`config.mk`:
```
export PLATFORM = sky130hd
export DESIGN_NAME = commit_unit_nw
export DESIGN_NICKNAME = d
export VERILOG_FILES = /design/src/rtl/commit_pkg.sv /design/src/rtl/commit_select.sv /design/src/rtl/commit_unit_nw.sv
export SDC_FILE = /design/constraint.sdc
export NUM_CORES = 1
export LEC_CHECK = 0
export ABC_CLOCK_PERIOD_IN_PS = 6700
export BUFFER_PORTS_ARGS = -buffer_cell sky130_fd_sc_hd__buf_2
export CORE_AREA = 4 4 289 291
export DETAILED_ROUTE_END_ITERATION = 8
export DIE_AREA = 0 0 293 295
export SYNTH_ARGS = -nofsm -noshare
export SYNTH_HDL_FRONTEND = slang
export SYNTH_SLANG_ARGS = --single-unit
```
`constraint.sdc`:
```
create_clock -name clk -period 6.7 [get_ports clk]
set_clock_uncertainty 0.15 [all_clocks]
set_input_delay 1.34 -clock clk [delete_from_list [all_inputs] [get_ports clk]]
set_output_delay 1.34 -clock clk [all_outputs]
set_load 0.01 [all_outputs]
```
`src/rtl/commit_pkg.sv`:
```
// Shared types for the N-wide commit stage: exception codes, rename-commit payload, FSM states.
package commit_pkg;

  localparam logic [31:0] EXC_VECTOR_DEF = 32'hBFC0_0380;
  localparam int          ARF_W_DEF      = 5;
  localparam int          PRF_W_DEF      = 6;

  // MIPS Cause.ExcCode values; AdEF and Eret are internal markers carried by the ROB
  typedef enum logic [4:0] {
    EXC_INT  = 5'h00,
    EXC_MOD  = 5'h01,
    EXC_TLBL = 5'h02,
    EXC_TLBS = 5'h03,
    EXC_ADEL = 5'h04,
    EXC_ADES = 5'h05,
    EXC_IBE  = 5'h06,
    EXC_DBE  = 5'h07,
    EXC_SYS  = 5'h08,
    EXC_BP   = 5'h09,
    EXC_RI   = 5'h0A,
    EXC_CPU  = 5'h0B,
    EXC_OV   = 5'h0C,
    EXC_TR   = 5'h0D,
    EXC_ADEF = 5'h14,
    EXC_ERET = 5'h1F
  } exc_code_e;

  typedef struct packed {
    logic                 we;
    logic [ARF_W_DEF-1:0] arf;
    logic [PRF_W_DEF-1:0] prf;
    logic [PRF_W_DEF-1:0] stale;
  } commit_rename_t;

  typedef enum logic [1:0] {
    ST_IDLE     = 2'd0,
    ST_WAIT_DS  = 2'd1,
    ST_REDIRECT = 2'd2
  } commit_fsm_e;

endpackage

```
`src/rtl/commit_select.sv`:
```
// Combinational prefix scan over the ROB head window: commit count, stores released,
// oldest reachable exception and the mispredicted branch (with or without its delay slot).
module commit_select
  import commit_pkg::*;
#(
  parameter int COMMIT_W    = 4,
  parameter int STORE_PORTS = 1,
  parameter int CNT_W       = $clog2(COMMIT_W + 1),
  parameter int SF_W        = $clog2(STORE_PORTS + 1),
  parameter int IDX_W       = (COMMIT_W > 1) ? $clog2(COMMIT_W) : 1
) (
  input  logic                wait_ds,
  input  logic [COMMIT_W-1:0] rob_valid,
  input  logic [COMMIT_W-1:0] rob_done,
  input  logic [COMMIT_W-1:0] rob_exc,
  input  logic [COMMIT_W-1:0] rob_is_store,
  input  logic [COMMIT_W-1:0] rob_mispred,
  output logic [CNT_W-1:0]    cnt,
  output logic [SF_W-1:0]     stores,
  output logic                exc_hit,
  output logic [IDX_W-1:0]    exc_idx,
  output logic                mis_hit,
  output logic [IDX_W-1:0]    mis_idx,
  output logic                ds_pair
);

  logic stop;

  always_comb begin
    cnt     = '0;
    stores  = '0;
    exc_hit = 1'b0;
    exc_idx = '0;
    mis_hit = 1'b0;
    mis_idx = '0;
    ds_pair = 1'b0;
    stop    = 1'b0;
    for (int i = 0; i < COMMIT_W; i++) begin
      if (!stop) begin
        if (wait_ds && i > 0) begin
          stop = 1'b1;
        end else if (!(rob_valid[i] && rob_done[i])) begin
          stop = 1'b1;
        end else if (rob_exc[i]) begin
          exc_hit = 1'b1;
          exc_idx = IDX_W'(i);
          stop    = 1'b1;
        end else if (rob_is_store[i] && stores == SF_W'(STORE_PORTS)) begin
          stop = 1'b1;
        end else begin
          cnt    = cnt + CNT_W'(1);
          stores = stores + SF_W'(rob_is_store[i]);
          // the slot right after a mispredicted branch is its delay slot: group ends here
          if (mis_hit) begin
            ds_pair = 1'b1;
            stop    = 1'b1;
          end else if (rob_mispred[i] && !wait_ds) begin
            mis_hit = 1'b1;
            mis_idx = IDX_W'(i);
          end
        end
      end
    end
  end

endmodule

```
`src/rtl/commit_unit_nw.sv`:
```
// N-wide in-order commit stage: FSM, interrupt latch and registered commit/exception/redirect outputs.
// Optional COMMIT_PERF_CNT_EN adds perf_commit / perf_mispred counters.
module commit_unit_nw
  import commit_pkg::*;
#(
  parameter int          COMMIT_W    = 4,
  parameter int          STORE_PORTS = 1,
  parameter int          ARF_W       = 5,
  parameter int          PRF_W       = 6,
  parameter logic [31:0] EXC_VECTOR  = EXC_VECTOR_DEF
) (
  input  logic                                   clk,
  input  logic                                   rst,
  input  logic [5:0]                             ext_int,
  input  logic                                   counter_int,
  input  logic                                   status_ie,
  input  logic                                   status_exl,
  input  logic [7:0]                             status_im,
  input  logic [1:0]                             cause_ip_sw,
  input  logic [31:0]                            cp0_epc,
  input  logic [COMMIT_W-1:0]                    rob_valid,
  input  logic [COMMIT_W-1:0]                    rob_done,
  input  logic [COMMIT_W*32-1:0]                 rob_pc,
  input  logic [COMMIT_W-1:0]                    rob_exc,
  input  logic [COMMIT_W*5-1:0]                  rob_exc_code,
  input  logic [COMMIT_W*32-1:0]                 rob_badvaddr,
  input  logic [COMMIT_W-1:0]                    rob_is_ds,
  input  logic [COMMIT_W-1:0]                    rob_is_store,
  input  logic [COMMIT_W-1:0]                    rob_mispred,
  input  logic [COMMIT_W*32-1:0]                 rob_br_target,
  input  logic [COMMIT_W*(1+ARF_W+2*PRF_W)-1:0]  rob_rename,
  output logic [$clog2(COMMIT_W+1)-1:0]          commit_cnt,
  output logic [$clog2(STORE_PORTS+1)-1:0]       store_fire,
  output logic [COMMIT_W-1:0]                    commit_valid,
  output logic [COMMIT_W*(1+ARF_W+2*PRF_W)-1:0]  commit_rename,
  output logic                                   flush,
  output logic                                   redirect_valid,
  output logic [31:0]                            redirect_pc,
  output logic                                   exc_valid,
  output logic [4:0]                             exc_code,
  output logic [31:0]                            exc_pc,
  output logic [31:0]                            exc_badvaddr,
  output logic                                   exc_is_ds
`ifdef COMMIT_PERF_CNT_EN
  ,
  output logic [63:0]                            perf_commit,
  output logic [63:0]                            perf_mispred
`endif
);

  localparam int CNT_W = $clog2(COMMIT_W + 1);
  localparam int SF_W  = $clog2(STORE_PORTS + 1);
  localparam int IDX_W = (COMMIT_W > 1) ? $clog2(COMMIT_W) : 1;
  localparam int RN_W  = 1 + ARF_W + 2 * PRF_W;

  commit_fsm_e          state, state_nx;
  logic [31:0]          tgt_q, tgt_nx;
  logic [4:0]           ext_int_q;
  logic                 int_pending;
  logic [7:0]           int_gen;
  logic                 int_take;
  logic                 unused_ext_int5;

  logic [CNT_W-1:0]     sel_cnt;
  logic [SF_W-1:0]      sel_sf;
  logic                 exc_hit, mis_hit, ds_pair;
  logic [IDX_W-1:0]     exc_idx, mis_idx;
  logic [COMMIT_W:0]    prev_mis;

  logic [CNT_W-1:0]     cnt_nx;
  logic [SF_W-1:0]      sf_nx;
  logic                 exc_nx, ds_nx;
  logic [4:0]           code_nx;
  logic [31:0]          epc_nx, bad_nx;
  logic [COMMIT_W-1:0]  cv_nx;
  logic [COMMIT_W*RN_W-1:0] rn_nx;

  logic [4:0]           e_code, e_code_o;
  logic [31:0]          e_pc_o, e_bad_o, e_tgt;

  commit_select #(
    .COMMIT_W    (COMMIT_W),
    .STORE_PORTS (STORE_PORTS),
    .CNT_W       (CNT_W),
    .SF_W        (SF_W),
    .IDX_W       (IDX_W)
  ) u_select (
    .wait_ds      (state == ST_WAIT_DS),
    .rob_valid    (rob_valid),
    .rob_done     (rob_done),
    .rob_exc      (rob_exc),
    .rob_is_store (rob_is_store),
    .rob_mispred  (rob_mispred),
    .cnt          (sel_cnt),
    .stores       (sel_sf),
    .exc_hit      (exc_hit),
    .exc_idx      (exc_idx),
    .mis_hit      (mis_hit),
    .mis_idx      (mis_idx),
    .ds_pair      (ds_pair)
  );

  assign unused_ext_int5 = ext_int[5];
  assign int_gen  = {counter_int, ext_int_q, cause_ip_sw} & status_im;
  assign int_take = (state == ST_IDLE) && int_pending && rob_valid[0] && rob_done[0] && !rob_is_ds[0];
  assign prev_mis = {rob_mispred, 1'b0};

  // ERET travels as an exception marker; a misaligned EPC turns it into AdEL on the EPC itself
  always_comb begin
    e_code   = rob_exc_code[exc_idx*5 +: 5];
    e_code_o = e_code;
    e_pc_o   = rob_pc[exc_idx*32 +: 32];
    e_bad_o  = rob_badvaddr[exc_idx*32 +: 32];
    e_tgt    = EXC_VECTOR;
    if (e_code == EXC_ERET) begin
      if (cp0_epc[1:0] == 2'b00) begin
        e_bad_o = '0;
        e_tgt   = cp0_epc;
      end else begin
        e_code_o = EXC_ADEL;
        e_pc_o   = cp0_epc;
        e_bad_o  = cp0_epc;
      end
    end
  end

  always_comb begin
    state_nx = state;
    tgt_nx   = tgt_q;
    cnt_nx   = '0;
    sf_nx    = '0;
    exc_nx   = 1'b0;
    code_nx  = EXC_INT;
    epc_nx   = '0;
    bad_nx   = '0;
    ds_nx    = 1'b0;
    unique case (state)
      ST_IDLE: begin
        if (int_take) begin
          state_nx = ST_REDIRECT;
          tgt_nx   = EXC_VECTOR;
          exc_nx   = 1'b1;
          epc_nx   = rob_pc[31:0];
        end else begin
          cnt_nx = sel_cnt;
          sf_nx  = sel_sf;
          if (exc_hit) begin
            state_nx = ST_REDIRECT;
            tgt_nx   = e_tgt;
            exc_nx   = 1'b1;
            code_nx  = e_code_o;
            epc_nx   = e_pc_o;
            bad_nx   = e_bad_o;
            ds_nx    = rob_is_ds[exc_idx] | prev_mis[exc_idx];
          end else if (mis_hit) begin
            tgt_nx   = rob_br_target[mis_idx*32 +: 32];
            state_nx = ds_pair ? ST_REDIRECT : ST_WAIT_DS;
          end
        end
      end
      ST_WAIT_DS: begin
        cnt_nx = sel_cnt;
        sf_nx  = sel_sf;
        if (exc_hit) begin
          state_nx = ST_REDIRECT;
          tgt_nx   = e_tgt;
          exc_nx   = 1'b1;
          code_nx  = e_code_o;
          epc_nx   = e_pc_o;
          bad_nx   = e_bad_o;
          ds_nx    = 1'b1;
        end else if (sel_cnt != '0) begin
          state_nx = ST_REDIRECT;
        end
      end
      ST_REDIRECT: state_nx = ST_IDLE;
      default:     state_nx = ST_IDLE;
    endcase
  end

  always_comb begin
    cv_nx = '0;
    rn_nx = '0;
    for (int i = 0; i < COMMIT_W; i++) begin
      if (CNT_W'(i) < cnt_nx) begin
        cv_nx[i]              = 1'b1;
        rn_nx[i*RN_W +: RN_W] = rob_rename[i*RN_W +: RN_W];
      end
    end
  end

  // reset must silence the combinational handshake immediately, not at the next edge
  assign commit_cnt     = rst ? '0 : cnt_nx;
  assign store_fire     = rst ? '0 : sf_nx;
  assign flush          = (state == ST_REDIRECT);
  assign redirect_valid = (state == ST_REDIRECT);
  assign redirect_pc    = (state == ST_REDIRECT) ? tgt_q : '0;

  always_ff @(posedge clk or posedge rst) begin
    if (rst) begin
      state         <= ST_IDLE;
      tgt_q         <= '0;
      ext_int_q     <= '0;
      int_pending   <= 1'b0;
      commit_valid  <= '0;
      commit_rename <= '0;
      exc_valid     <= 1'b0;
      exc_code      <= '0;
      exc_pc        <= '0;
      exc_badvaddr  <= '0;
      exc_is_ds     <= 1'b0;
    end else begin
      state         <= state_nx;
      tgt_q         <= tgt_nx;
      ext_int_q     <= ext_int[4:0];
      if (int_take)
        int_pending <= 1'b0;
      else if ((|int_gen) && status_ie && !status_exl)
        int_pending <= 1'b1;
      commit_valid  <= cv_nx;
      commit_rename <= rn_nx;
      exc_valid     <= exc_nx;
      exc_code      <= code_nx;
      exc_pc        <= epc_nx;
      exc_badvaddr  <= bad_nx;
      exc_is_ds     <= ds_nx;
    end
  end

`ifdef COMMIT_PERF_CNT_EN
  logic mis_redir;
  assign mis_redir = (state != ST_REDIRECT) && (state_nx == ST_REDIRECT) && !exc_nx;

  always_ff @(posedge clk or posedge rst) begin
    if (rst) begin
      perf_commit  <= '0;
      perf_mispred <= '0;
    end else begin
      perf_commit  <= perf_commit + 64'(cnt_nx);
      perf_mispred <= perf_mispred + 64'(mis_redir);
    end
  end
`endif

endmodule

```
# [Word level (Yosys, flattened, before mapping)]
# Index checks and enable logic that the tools add are counted.
[word_totals] out_inout_bits=185 input_bits=553 ff_bits=187
[classes] reduce_logical=28 addsub=6 bitwise_logic=2 n_eq_ne=6 multipliers=1 order_cmp=6 muxes=191 n_shift=4
[ops] op="$mux W32" n=15
[ops] op="$shiftx A128 B8 Y32" n=3
[ops] op="$pmux W32 S2" n=3
[ops] op="$mux W1" n=103
[ops] op="$mux W2" n=37
[ops] op="$mux W18" n=4
[ops] op="$mux W3" n=17
[ops] op="$mux W5" n=4
[ops] op="$shiftx A20 B6 Y5" n=1
[ops] op="$logic_and A1 B1 Y1" n=17
[ops] op="$pmux W5 S2" n=1
[ops] op="$add A3 B1 Y3 const B" n=3
[ops] op="$and A8 B8 Y8" n=1
[ops] op="$reduce_or A8 Y1" n=1
[ops] op="$lt A1 B3 Y1 const A" n=2
[ops] op="$lt A2 B3 Y1 const A" n=2
[ops] op="$pmux W1 S2" n=3
[ops] op="$pmux W3 S2" n=1
[ops] op="$eq A5 B5 Y1 const B" n=1
[ops] op="$mul A2 B3 Y5 const B" n=1
[ops] op="$bmux W1 S2" n=2
[ops] op="$logic_not A2 Y1" n=2
[ops] op="$lt A2 B4 Y1 const B" n=1
[ops] op="$ne A4 B4 Y1 const B" n=1
[ops] op="13 further kinds" n=18

# [Logic depth before layout (Yosys ltp)]
# Gate-level depths: netlist of the first run.
[depth] ltp_word=31 depth_mapped=15

# [Modules after synthesis]
# A second synthesis of the first run with hierarchy kept.
[unflattened] hier_cells=883 hier_area_um2=10600.2
[modules_own_cells] mod="commit_unit_nw" area_each_um2=10068.4 n_inst=1 seq_area_each_um2=4679.5 cells_each=815
[modules_own_cells] mod="commit_select" area_each_um2=531.8 n_inst=1 seq_area_each_um2=0.0 cells_each=68

# [Least setup slack after synthesis of the first run]
# OpenSTA, ideal clock, no wires.
[synth_path] kind="input port to output port" startpoint="in rst" endpoint="out commit_cnt[2]" path_buffers=0 path_slack_ns=-0.641 cell_stages=2 t_arrival_ns=5.851 required_ns=5.210 path_cell_list="inv_1 -> and3_1"
[synth_between] elab_chain_cells=1
[synth_rtl] item="start, declared" line="commit_unit_nw.sv:13" source="input logic rst,"
[synth_rtl] item="$mux W3" line="commit_unit_nw.sv:193" source="assign commit_cnt = rst ? '0 : cnt_nx;"
[synth_rtl] item="end, declared" line="commit_unit_nw.sv:32" source="output logic [$clog2(COMMIT_W+1)-1:0] commit_cnt,"
# Every way passes these cells.

# [Final worst setup path of the first run]
[layout_path] startpoint="in rob_valid[0]" endpoint="out commit_cnt[1]"
[layout_between] elab_chain_cells=23 word_cells_on_any_way=62 cone_classes="add/sub (5); mux (50); reduce/logical (7)"
[layout_rtl] item="start, declared" line="commit_unit_nw.sv:21" source="input logic [COMMIT_W-1:0] rob_valid,"
[layout_rtl] item="$logic_and A1 B1 Y1" line="commit_select.sv:42" source="end else if (!(rob_valid[i] && rob_done[i])) begin"
[layout_rtl] item="$mux W1" line="commit_select.sv:42"
[layout_rtl] item="$add A3 B1 Y3 (tied with other cells)" line="commit_select.sv:51" source="cnt = cnt + CNT_W'(1);"
[layout_rtl] item="$mux W3 / $mux W1 (equally long branches)" line="commit_select.sv:48" source="end else if (rob_is_store[i] && stores == SF_W'(STORE_PORTS)) begin"
[layout_rtl] item="$mux W3 / $mux W1 (equally long branches)" line="commit_select.sv:44" source="end else if (rob_exc[i]) begin"
[layout_rtl] item="$mux W3 / $mux W1 (equally long branches)" line="commit_select.sv:42"
[layout_rtl] item="$mux W3 / $mux W1 (equally long branches)" line="commit_select.sv:40" source="if (wait_ds && i > 0) begin"
[layout_rtl] item="$mux W3 / $mux W1 (equally long branches)" line="commit_select.sv:39" source="if (!stop) begin"
[layout_rtl] item="(+7 left out)"
[layout_rtl] item="$mux W3" line="commit_select.sv:48"
[layout_rtl] item="$mux W3" line="commit_select.sv:44"
[layout_rtl] item="$mux W3" line="commit_select.sv:42"
[layout_rtl] item="$mux W3" line="commit_select.sv:40"
[layout_rtl] item="$mux W3" line="commit_select.sv:39"
[layout_rtl] item="$mux W3" line="commit_unit_nw.sv:139" source="if (int_take) begin"
[layout_rtl] item="$pmux W3 S2 *" line="commit_unit_nw.sv:137" source="unique case (state)"
[layout_rtl] item="$mux W3 *" line="commit_unit_nw.sv:193"
# Mark *: on every way between the ends. The rest lies on a longest branch, timed or not.

==> flow_summary.json, run 1 <==
{
  "drcViolationCount": 0,
  "period_minus_slack_ns": 5.83,
  "slowest_stage": "nor4_1",
  "topRoutingLayerUsed": "met5",
  "synth_top_family_by_area": "simple AND/OR/NAND/NOR gates",
  "rsz0062_at_grt": "no",
  "grt_max_degree": 89,
  "syn_avg_cell_area_um2": 8.93,
  "vias": 12718,
  "r2r_start": "state[1]",
  "synthMuxAreaShare_pct": 10.1,
  "final_nets": 2492,
  "period_share_pct": 86.9,
  "synth_compound_area_share_pct": 18.7,
  "grt_pass1_wl_mm": 93.4,
  "io_pins": 738,
  "clockBufferDepth": 2,
  "wl_met3_mm": 5.52,
  "die-width_um": 293,
  "min_path_cells": 2,
  "yosys_warnings": 0,
  "post_synth_inst_count": 1253,
  "std_cell_rows": 104,
  "synth_commonest_cells": "255 x nand2_1, 187 x dfrtp_1, 75 x and2_1, 71 x mux2i_1, 69 x nand3_1",
  "antenna_found_initial": 30,
  "cp-start-kind": "primary input",
  "critPathCaptureType": "primary output",
  "wirelength_met1_mm": 29.7,
  "synth-edff-count": 0,
  "cellPowerDensity_nw_per_um2": 202,
  "max_clock_freq_ghz": 0.172,
  "critPathTopFamily": "simple AND/OR/NAND/NOR gates",
  "slowest_delay_ns": 0.59,
  "p_total_uw": 3390,
  "finalWirelength_mm": 70.2,
  "design_area_um2": 16800,
  "area_delta_synth_final_pct": 49.9,
  "syn_area_um2": 11200,
  "critPathMaxFanout": 8,
  "setup_viol": 0,
  "final-hold-violation-count": 0,
  "netlist_top_cells_area": "dfrtp_1 42%, nand2_1 8.6%, mux2i_1 6.4%",
  "worst_skew_pair.late_latency_ns": 0.50,
  "cp.required_ns": 5.21,
  "synth_ff_type": "dfrtp_1",
  "ys_seq_elements": 187,
  "ant_nets": 0,
  "grt_pass1_vias": 12642,
  "cts_tree": "done",
  "max-slew-margin-rel_pct": 9.91,
  "r2r_cells": 12,
  "r2r_end": "commit_rename[5]",
  "path_depth": 13,
  "place_inst": 2977,
  "placed_area_um2": 16100,
  "drt_iter0_markers": 784,
  "cts.repair.resized": 0,
  "routed-wl-met2_mm": 33.2,
  "avgViaCountPerCell": 4.21,
  "overflow": 0,
  "maxCapViolCount": 0,
  "seq_area_um2": 4680,
  "async_reset_ff_share_pct": 100,
  "syn-num-nets": 1809,
  "utilization_pct": 20.8,
  "stdcell_count": 3021,
  "peakVddDrop_mv": 0.185,
  "cp.arrival_ns": 4.34,
  "setup_tns_ns": 0,
  "die_h_um": 295,
  "grt_usage_pct": 15.3,
  "core_um2": 80500,
  "synth_top_area_share_pct": 41.8,
  "cp.buffers_inverters": 4,
  "hold_path.class": "flip-flop to flip-flop",
  "firstDrtPassIters": 5,
  "synth_simple_gate_area_share_pct": 24.3,
  "hold-path-endpoint": "tgt_q[14]",
  "fillers": 9016,
  "drv_slew": 0,
  "synth_cell_type_count": 76,
  "worst_slew_pin_slew_ns": 1.35,
  "place.gp.congestion": 0.856,
  "post_cts_buffers": 0,
  "die_area_um2": 86400,
  "yosys.area.top_type": "dfrtp_1",
  "r2r_slack_ns": 2.35,
  "multi_input_area_um2": 6100,
  "cts_root_buffer": "clkbuf_16",
  "outcome": "complete, no violations",
  "hpwlAfterDp_mm": 57.0,
  "crit_type": "primary input to primary output",
  "crit_chain": "buf_2 > nand3b_1 > clkinv_1 > nand2_1 > ha_1 > o21ai_0 > inv_1 > ha_1 > mux2_2 > ha_1 > nor4_1 > nor4_1 > buf_2",
  "p_leak_uw": 0.00865,
  "drive_gt1_share_pct": 45.3,
  "ys_seq_area_share_pct": 41.8,
  "cts_buffers": 17,
  "synth_fa_ha_area_share_pct": 0.335,
  "htreeDepth": 4,
  "yosys.area_share.xor_xnor_pct": 0.380,
  "min_from": "tgt_q[14]",
  "synth.most_common_cell": "nand2_1",
  "cts.hold.buffers_added": 0,
  "initial_utilization_pct": 13.9,
  "io_buffer_count": 736,
  "avgRoutedWirePerCell_um": 23.2,
  "clk_pin_slew_ns": 0.09,
  "cts.sinks": 187,
  "cp_common_cell": "ha_1"
}
-- stage by stage --
stage / hold slack (ns) / setup slack [ns]
after floorplan: 0.297 / 0.625
after global placement: 0.310 / 1.00
after detailed placement: 0.317 / 0.965
after CTS: 0.339 / 0.904
after global routing: 0.361 / 0.689
final: 0.331 / 0.875
-- flip-flops by register name (all words and copies together), names as in the netlist --
name,count
ext_int_q,5
exc_valid,1
exc_code,5
exc_badvaddr,32
commit_valid,4
exc_pc,32
int_pending,1
exc_is_ds,1
tgt_q,32
state,2
commit_rename,72
-- metal layers --
metal,track usage [%],up-vias
li1,-,5858
met1,19.6,6080
met2,25.3,681
met3,3.73,93
met4,5.57,6
met5,0,-
-- cells in the final DEF (no fill, tap or decap), types with 3 or more instances in the layout --
master     netlist  routed
buf_2           23     736
nand2_1        255     253
dfrtp_1        187     187
and2_1          75      73
mux2i_1         71      71
nand3_1         69      69
o21ai_0         66      66
and3_1          53      53
a21oi_1         52      51
mux2_2          37      37
a22oi_1         36      36
a211o_1         34      34
nor2_1          33      32
buf_4           11      27
nor2b_1         22      21
a41oi_1         19      19
o2bb2ai_1       18      18
o21ai_1         18      18
clkbuf_16        0      17
diode_2          0      12
o221a_2         11      11
nor3_1           9       8
inv_12           0       6
a31oi_1          5       5
nand4_1          5       5
inv_1            6       5
a21o_1           4       4
a211oi_1         4       4
clkinv_8         0       4
nor4_1           3       3
ha_1             3       3
buf_12           0       3
-- worst max-delay path by stage --
stage | startpoint | to | slack [ns]
after floorplan | rst | commit_cnt[2] | 0.63
after global placement | rob_exc[0] | commit_cnt[1] | 1.00
after detailed placement | rob_valid[0] | commit_cnt[1] | 0.97
after CTS | rob_valid[0] | commit_cnt[1] | 0.90
after global routing | rob_valid[0] | commit_cnt[1] | 0.69
final | rob_valid[0] | commit_cnt[1] | 0.87
-- cell families (layout without fill, tap and decap cells) --
family                   Yosys count  count (layout)
other                              0              12
AO/OA/AOI/OAI                    294             294
multiplexers                     108             108
AND/OR/NAND/NOR                  548             548
XOR/XNOR                           4               4
buffers and inverters            109             805
adder cells (fa/ha/maj)            3               3
flip-flops                       187             187
-- area by class of cell --
class                   count  share of cell area (%)
diodes                     12                   0.179
clock buffers              17                    2.54
clock inverters            15                    1.40
inverters                   7                   0.179
multi-input cells         957                    36.4
flip-flops and latches    187                    27.9
well taps                1060                    7.91
repair buffers            766                    23.5
-- power by group --
part           internal [uW]  switching (uW)
logic                    368             546
registers               1230            51.6
clock network            538             657
-- worst min-delay path: cells and delay by family (launching register included) --
family	cells	cell delay [ns]
AO/OA/AOI/OAI	1	0.06
AND/OR/NAND/NOR	1	0.05
flip-flops	1	0.34
Note: power is estimated with default switching activity, not from simulation.
==> inputs of run 2 (changes only) <==
ABC_CLOCK_PERIOD_IN_PS = 6000   (was 6700)
CORE_AREA = 4 4 282 284   (was 4 4 289 291)
DIE_AREA = 0 0 286 288   (was 0 0 293 295)
HOLD_SLACK_MARGIN = 0.12   (was default)
SYNTH_HIERARCHICAL = 1   (was default)
clock period = 6 ns   (was 6.7 ns; I/O delays follow)
==> flow_summary.json, run 2 <==
{
  "core_um2": 77100,
  "slowest_delay_ns": 0.34,
  "grt_pass1_wl_mm": 85.4,
  "synth_top_area_share_pct": 44.1,
  "cp-start-kind": "primary input",
  "hold_path.class": "flip-flop to flip-flop",
  "ys_seq_elements": 187,
  "yosys_warnings": 6,
  "critPathCaptureType": "primary output",
  "io_pins": 738,
  "slowest_stage": "nor4_1",
  "max-slew-margin-rel_pct": 28.8,
  "ant_nets": 0,
  "cellPowerDensity_nw_per_um2": 208,
  "fillers": 8515,
  "final_common_cell": "buf_2",
  "hpwlAfterDp_mm": 53.7,
  "cp.required_ns": 4.65,
  "grt_pass1_vias": 11165,
  "cts_tree": "done",
  "largest_reg_flops": 72,
  "yosys.area.top_type": "dfrtp_1",
  "place.gp.congestion": 0.900,
  "rsz0062_at_grt": "no",
  "final_nets": 2148,
  "cts_root_buffer": "clkbuf_16",
  "synth.most_common_cell": "dfrtp_1",
  "syn_avg_cell_area_um2": 12.0,
  "drt_iter0_markers": 728,
  "max_clock_freq_ghz": 0.187,
  "synth_commonest_cells": "187 x dfrtp_1, 101 x mux4_2, 80 x and2_1, 60 x nand2_1, 57 x clkbuf_1",
  "grt_max_degree": 99,
  "grt_usage_pct": 14.9,
  "netlist_top_cells_area": "dfrtp_1 44%, mux4_2 21%, and2_1 4.7%",
  "period_share_pct": 89.0,
  "async_reset_ff_share_pct": 100,
  "synth_simple_gate_area_share_pct": 17.0,
  "cp.arrival_ns": 3.99,
  "final_cell_mix": "736 x buf_2, 187 x dfrtp_1, 101 x mux4_2, 79 x and2_1, 60 x nand2_1",
  "synth_ff_type": "dfrtp_1",
  "setup_viol": 0,
  "synth_compound_area_share_pct": 12.6,
  "final-hold-violation-count": 0,
  "avgViaCountPerCell": 4.16,
  "synth-edff-count": 0,
  "synth_cell_type_count": 68,
  "area_delta_synth_final_pct": 53.7,
  "vias": 11041,
  "syn-num-nets": 1439,
  "crit_chain": "buf_2 > nand3b_4 > inv_1 > nand2_1 > ha_1 > nor2_1 > nor2_1 > ha_1 > a22o_1 > ha_1 > inv_1 > nor4_1 > xnor2_1 > inv_1 > nor3_1 > buf_2",
  "cts.repair.resized": 0,
  "period_minus_slack_ns": 5.34,
  "cts_buffers": 17,
  "avgRoutedWirePerCell_um": 24.4,
  "crit_type": "primary input to primary output",
  "synthMuxAreaShare_pct": 22.1,
  "finalWirelength_mm": 64.9,
  "drcViolationCount": 0,
  "drv_slew": 0,
  "antenna_found_initial": 32,
  "die_area_um2": 82400,
  "cts.sinks": 187,
  "p_leak_uw": 0.00783,
  "die_h_um": 288,
  "firstDrtPassIters": 6,
  "overflow": 0,
  "std_cell_rows": 102,
  "critPathMaxFanout": 11,
  "cts.hold.buffers_added": 0,
  "clockBufferDepth": 2,
  "post_cts_buffers": 0,
  "die-width_um": 286,
  "worst_slew_pin_slew_ns": 1.07,
  "clk_pin_slew_ns": 0.08,
  "utilization_pct": 21.1,
  "post_synth_inst_count": 883,
  "yosys.area_share.xor_xnor_pct": 0.248,
  "htreeDepth": 4,
  "outcome": "complete, no violations",
  "syn_area_um2": 10600,
  "peakVddDrop_mv": 0.214,
  "initial_utilization_pct": 13.8,
  "setup_tns_ns": 0,
  "ys_seq_area_share_pct": 44.1,
  "synth_fa_ha_area_share_pct": 0.354,
  "worst_skew_pair.late_latency_ns": 0.48,
  "regMostFlops": "commit_rename",
  "hold_slack_ns": 0.362,
  "maxCapViolCount": 0,
  "drive_gt1_share_pct": 58.9,
  "io_buffer_count": 736,
  "synth_top_family_by_area": "multiplexers"
}
[run 2: cell types whose count changed after synthesis, sizes merged, moves of 33 or more]
cell	delta
nand3	-36
mux4	+101
mux2i	-69
o21ai	-45
nand2	-195
o211ai	+46
mux2	-33
a211o	-34
[run 2: cell families after synthesis]
family	after synthesis
flops	187
xor+xnor	3
fa+ha+maj	3
mux	107
simple gates	308
buf+inv	90
compound gates	185
[run 2: layer usage]
| metal | track usage [%] | vias up | part of all wire (%) |
|---|---|---|---|
| met5 | 0 | - | 0.13 |
| met3 | 4.85 | 79 | 9.0 |
| met1 | 19.6 | 5496 | 43 |
| met4 | 5.03 | 6 | 2.6 |
| met2 | 23.1 | 648 | 45 |
| li1 | - | 4812 | - |
[run 2: area by class of cell]
class                           count  area, um2  area share (%)
Inverter                           10       41.3           0.253
Sequential cell                   187       4680            28.7
Antenna cell                       10       25.0           0.154
Clock buffer                       17        425            2.61
Tap cell                         1040       1300            7.99
Clock inverter                     15        178            1.09
Multi-Input combinational cell    606       5640            34.6
Timing Repair Buffer              770       4000            24.6
[run 2: stage by stage]
stage	total power (uW)	cell area (um2)	cells	setup WS, ns
after floorplan	1730	10600	883	0.974
after global placement	2190	15700	2613	0.623
after detailed placement	2200	15700	2613	0.719
after CTS	3460	16300	2645	0.695
after global routing	3560	16300	2646	0.371
final	3390	16300	2655	0.658
[run 2: critical path: cells and delay by family]
family,cells,cell delay (ns)
AO/OA/AOI/OAI,1,0.15
XOR/XNOR,1,0.24
adder cells (fa/ha/maj),3,0.70
buffers and inverters,5,0.69
AND/OR/NAND/NOR,6,1.00
[run 2: where the power goes]
part           total [uW]  internal, uW  switching [uW]
Clock                1230           597             633
Sequential           1390          1340            46.1
Combinational         774           341             433
[run 2: path summary, 6_finish.rpt]
check / startpoint / endpoint / slack [ns] / depth (start not counted)
max in group asynchronous: rst / exc_pc[9] / 3.78 / 3
min: tgt_q[21] / tgt_q[21] / 0.36 / 1
max reg2reg: state[0] / exc_badvaddr[17] / 1.15 / 13
min reg2reg: tgt_q[21] / tgt_q[21] / 0.36 / 1
min in group asynchronous: rst / commit_rename[58] / 0.81 / 2
max: rob_exc[0] / commit_cnt[2] / 0.66 / 16
==> inputs of run 3 (changes only) <==
ABC_CLOCK_PERIOD_IN_PS = 6050   (was 6000)
GPL_TIMING_DRIVEN = 1   (was default)
PLACE_DENSITY = 0.36   (was default)
clock period = 6.05 ns   (was 6 ns; I/O delays follow)
==> flow_summary.json, run 3 (synthesis gave the netlist of run 2 again) <==
{
  "ant_nets": 0,
  "multi_input_area_um2": 5640,
  "cts_buffers": 17,
  "max_clock_freq_ghz": 0.182,
  "vias": 10790,
  "setup_tns_ns": 0,
  "period_share_pct": 90.9,
  "avgRoutedWirePerCell_um": 25.7,
  "grt_max_degree": 128,
  "largest_reg_flops": 72,
  "setup_viol": 0,
  "die_h_um": 288,
  "cp_common_cell": "inv_1",
  "drive_gt1_share_pct": 58.8,
  "worst_slew_pin_slew_ns": 1.15,
  "seq_area_um2": 4680,
  "outcome": "complete, no violations",
  "critPathMaxFanout": 9,
  "hold_path.class": "flip-flop to flip-flop",
  "slowest_delay_ns": 0.58,
  "grt_pass1_vias": 11601,
  "cp.required_ns": 4.69,
  "die-width_um": 286,
  "cts.hold.buffers_added": 0,
  "p_total_uw": 3390,
  "met2_usage_pct": 26.7,
  "use_met3_pct": 3.81,
  "slowest_stage": "dfrtp_1",
  "final_cell_mix": "736 x buf_2, 187 x dfrtp_1, 101 x mux4_2, 79 x and2_1, 60 x nand2_1",
  "firstDrtPassIters": 5,
  "htreeDepth": 4,
  "final_common_cell": "buf_2",
  "peakVddDrop_mv": 0.212,
  "crit_type": "flip-flop to primary output",
  "period_minus_slack_ns": 5.50,
  "initial_utilization_pct": 13.8,
  "cp-start-kind": "flip-flop",
  "drv_slew": 0,
  "post_cts_buffers": 0,
  "antenna_found_initial": 12,
  "die_area_um2": 82400,
  "regMostFlops": "commit_rename",
  "final_nets": 2144,
  "hold_slack_ns": 0.357,
  "place.gp.congestion": 0.898,
  "io_buffer_count": 736,
  "cellPowerDensity_nw_per_um2": 208,
  "met1_usage_pct": 20.6,
  "final-hold-violation-count": 0,
  "io_pins": 738,
  "worst_skew_pair.late_latency_ns": 0.49,
  "finalWirelength_mm": 68.3,
  "std_cell_rows": 102,
  "hpwlAfterDp_mm": 56.2,
  "fillers": 8586,
  "max-slew-margin-rel_pct": 23.0,
  "cts.repair.resized": 0,
  "rsz0062_at_grt": "no",
  "p_leak_uw": 0.00782,
  "grt.busiest_layer": "met2",
  "overflow": 0,
  "avgViaCountPerCell": 4.07,
  "clk_pin_slew_ns": 0.09,
  "clockBufferDepth": 2,
  "cts.sinks": 187,
  "cts_tree": "done",
  "cp.buffers_inverters": 4,
  "drt_iter0_markers": 646,
  "area_delta_synth_final_pct": 53.5,
  "drcViolationCount": 0,
  "grt_pass1_wl_mm": 91.4,
  "core_um2": 77100,
  "cts_root_buffer": "clkbuf_16",
  "grt_usage_pct": 15.9,
  "cp.arrival_ns": 4.14,
  "crit_chain": "inv_1 > nor2_1 > and4bb_1 > a21oi_2 > o211ai_4 > xnor2_1 > ha_1 > inv_1 > nor4_1 > xnor2_1 > inv_1 > nor3_1 > buf_2",
  "maxCapViolCount": 0,
  "critPathTopFamily": "simple AND/OR/NAND/NOR gates",
  "critPathCaptureType": "primary output"
}
[run 3: layout make-up]
type | instances | area share, %
inverters | 10 | 0.254
well taps | 1040 | 8.00
clock inverters | 15 | 1.25
flip-flops and latches | 187 | 28.8
repair buffers | 766 | 24.3
clock buffers | 17 | 2.61
diodes | 12 | 0.185
multi-input cells | 606 | 34.7
[run 3: worst paths after layout]
kind | slack [ns] | start | to | depth (start not counted)
min reg2reg | 0.36 | tgt_q[0] | tgt_q[0] | 1
min | 0.36 | tgt_q[0] | tgt_q[0] | 1
max reg2reg | 0.91 | state[0] | tgt_q[5] | 12
max | 0.55 | state[0] | commit_cnt[2] | 13
min in group asynchronous | 0.62 | rst | exc_pc[2] | 2
max in group asynchronous | 3.97 | rst | exc_badvaddr[8] | 3
[run 3: power by group]
group          switching, uW  internal [uW]
clock                    664            575
combinational            437            335
sequential              42.6           1330
total                   1140           2240
[run 3: stage by stage]
| stage | utilization (%) | setup slack, ns | std cells | area, um2 |
|---|---|---|---|---|
| 2_1_floorplan | - | 1.00 | 883 | 10600 |
| 3_3_place_gp | 20.3 | 0.785 | 2609 | 15600 |
| 3_5_place_dp | 20.3 | 0.759 | 2609 | 15600 |
| 4_1_cts | 21.1 | 0.465 | 2641 | 16200 |
| 5_1_grt | 21.1 | 0.0819 | 2644 | 16200 |
| 6_report | 21.1 | 0.548 | 2653 | 16300 |
[run 3: layer usage]
metal  vias to the layer above  share of wire [%]
li1                       4805                  -
met2                       481                 49
met3                        39                6.4
met1                      5465                 43
met4                         0                1.5
met5                         -                  0
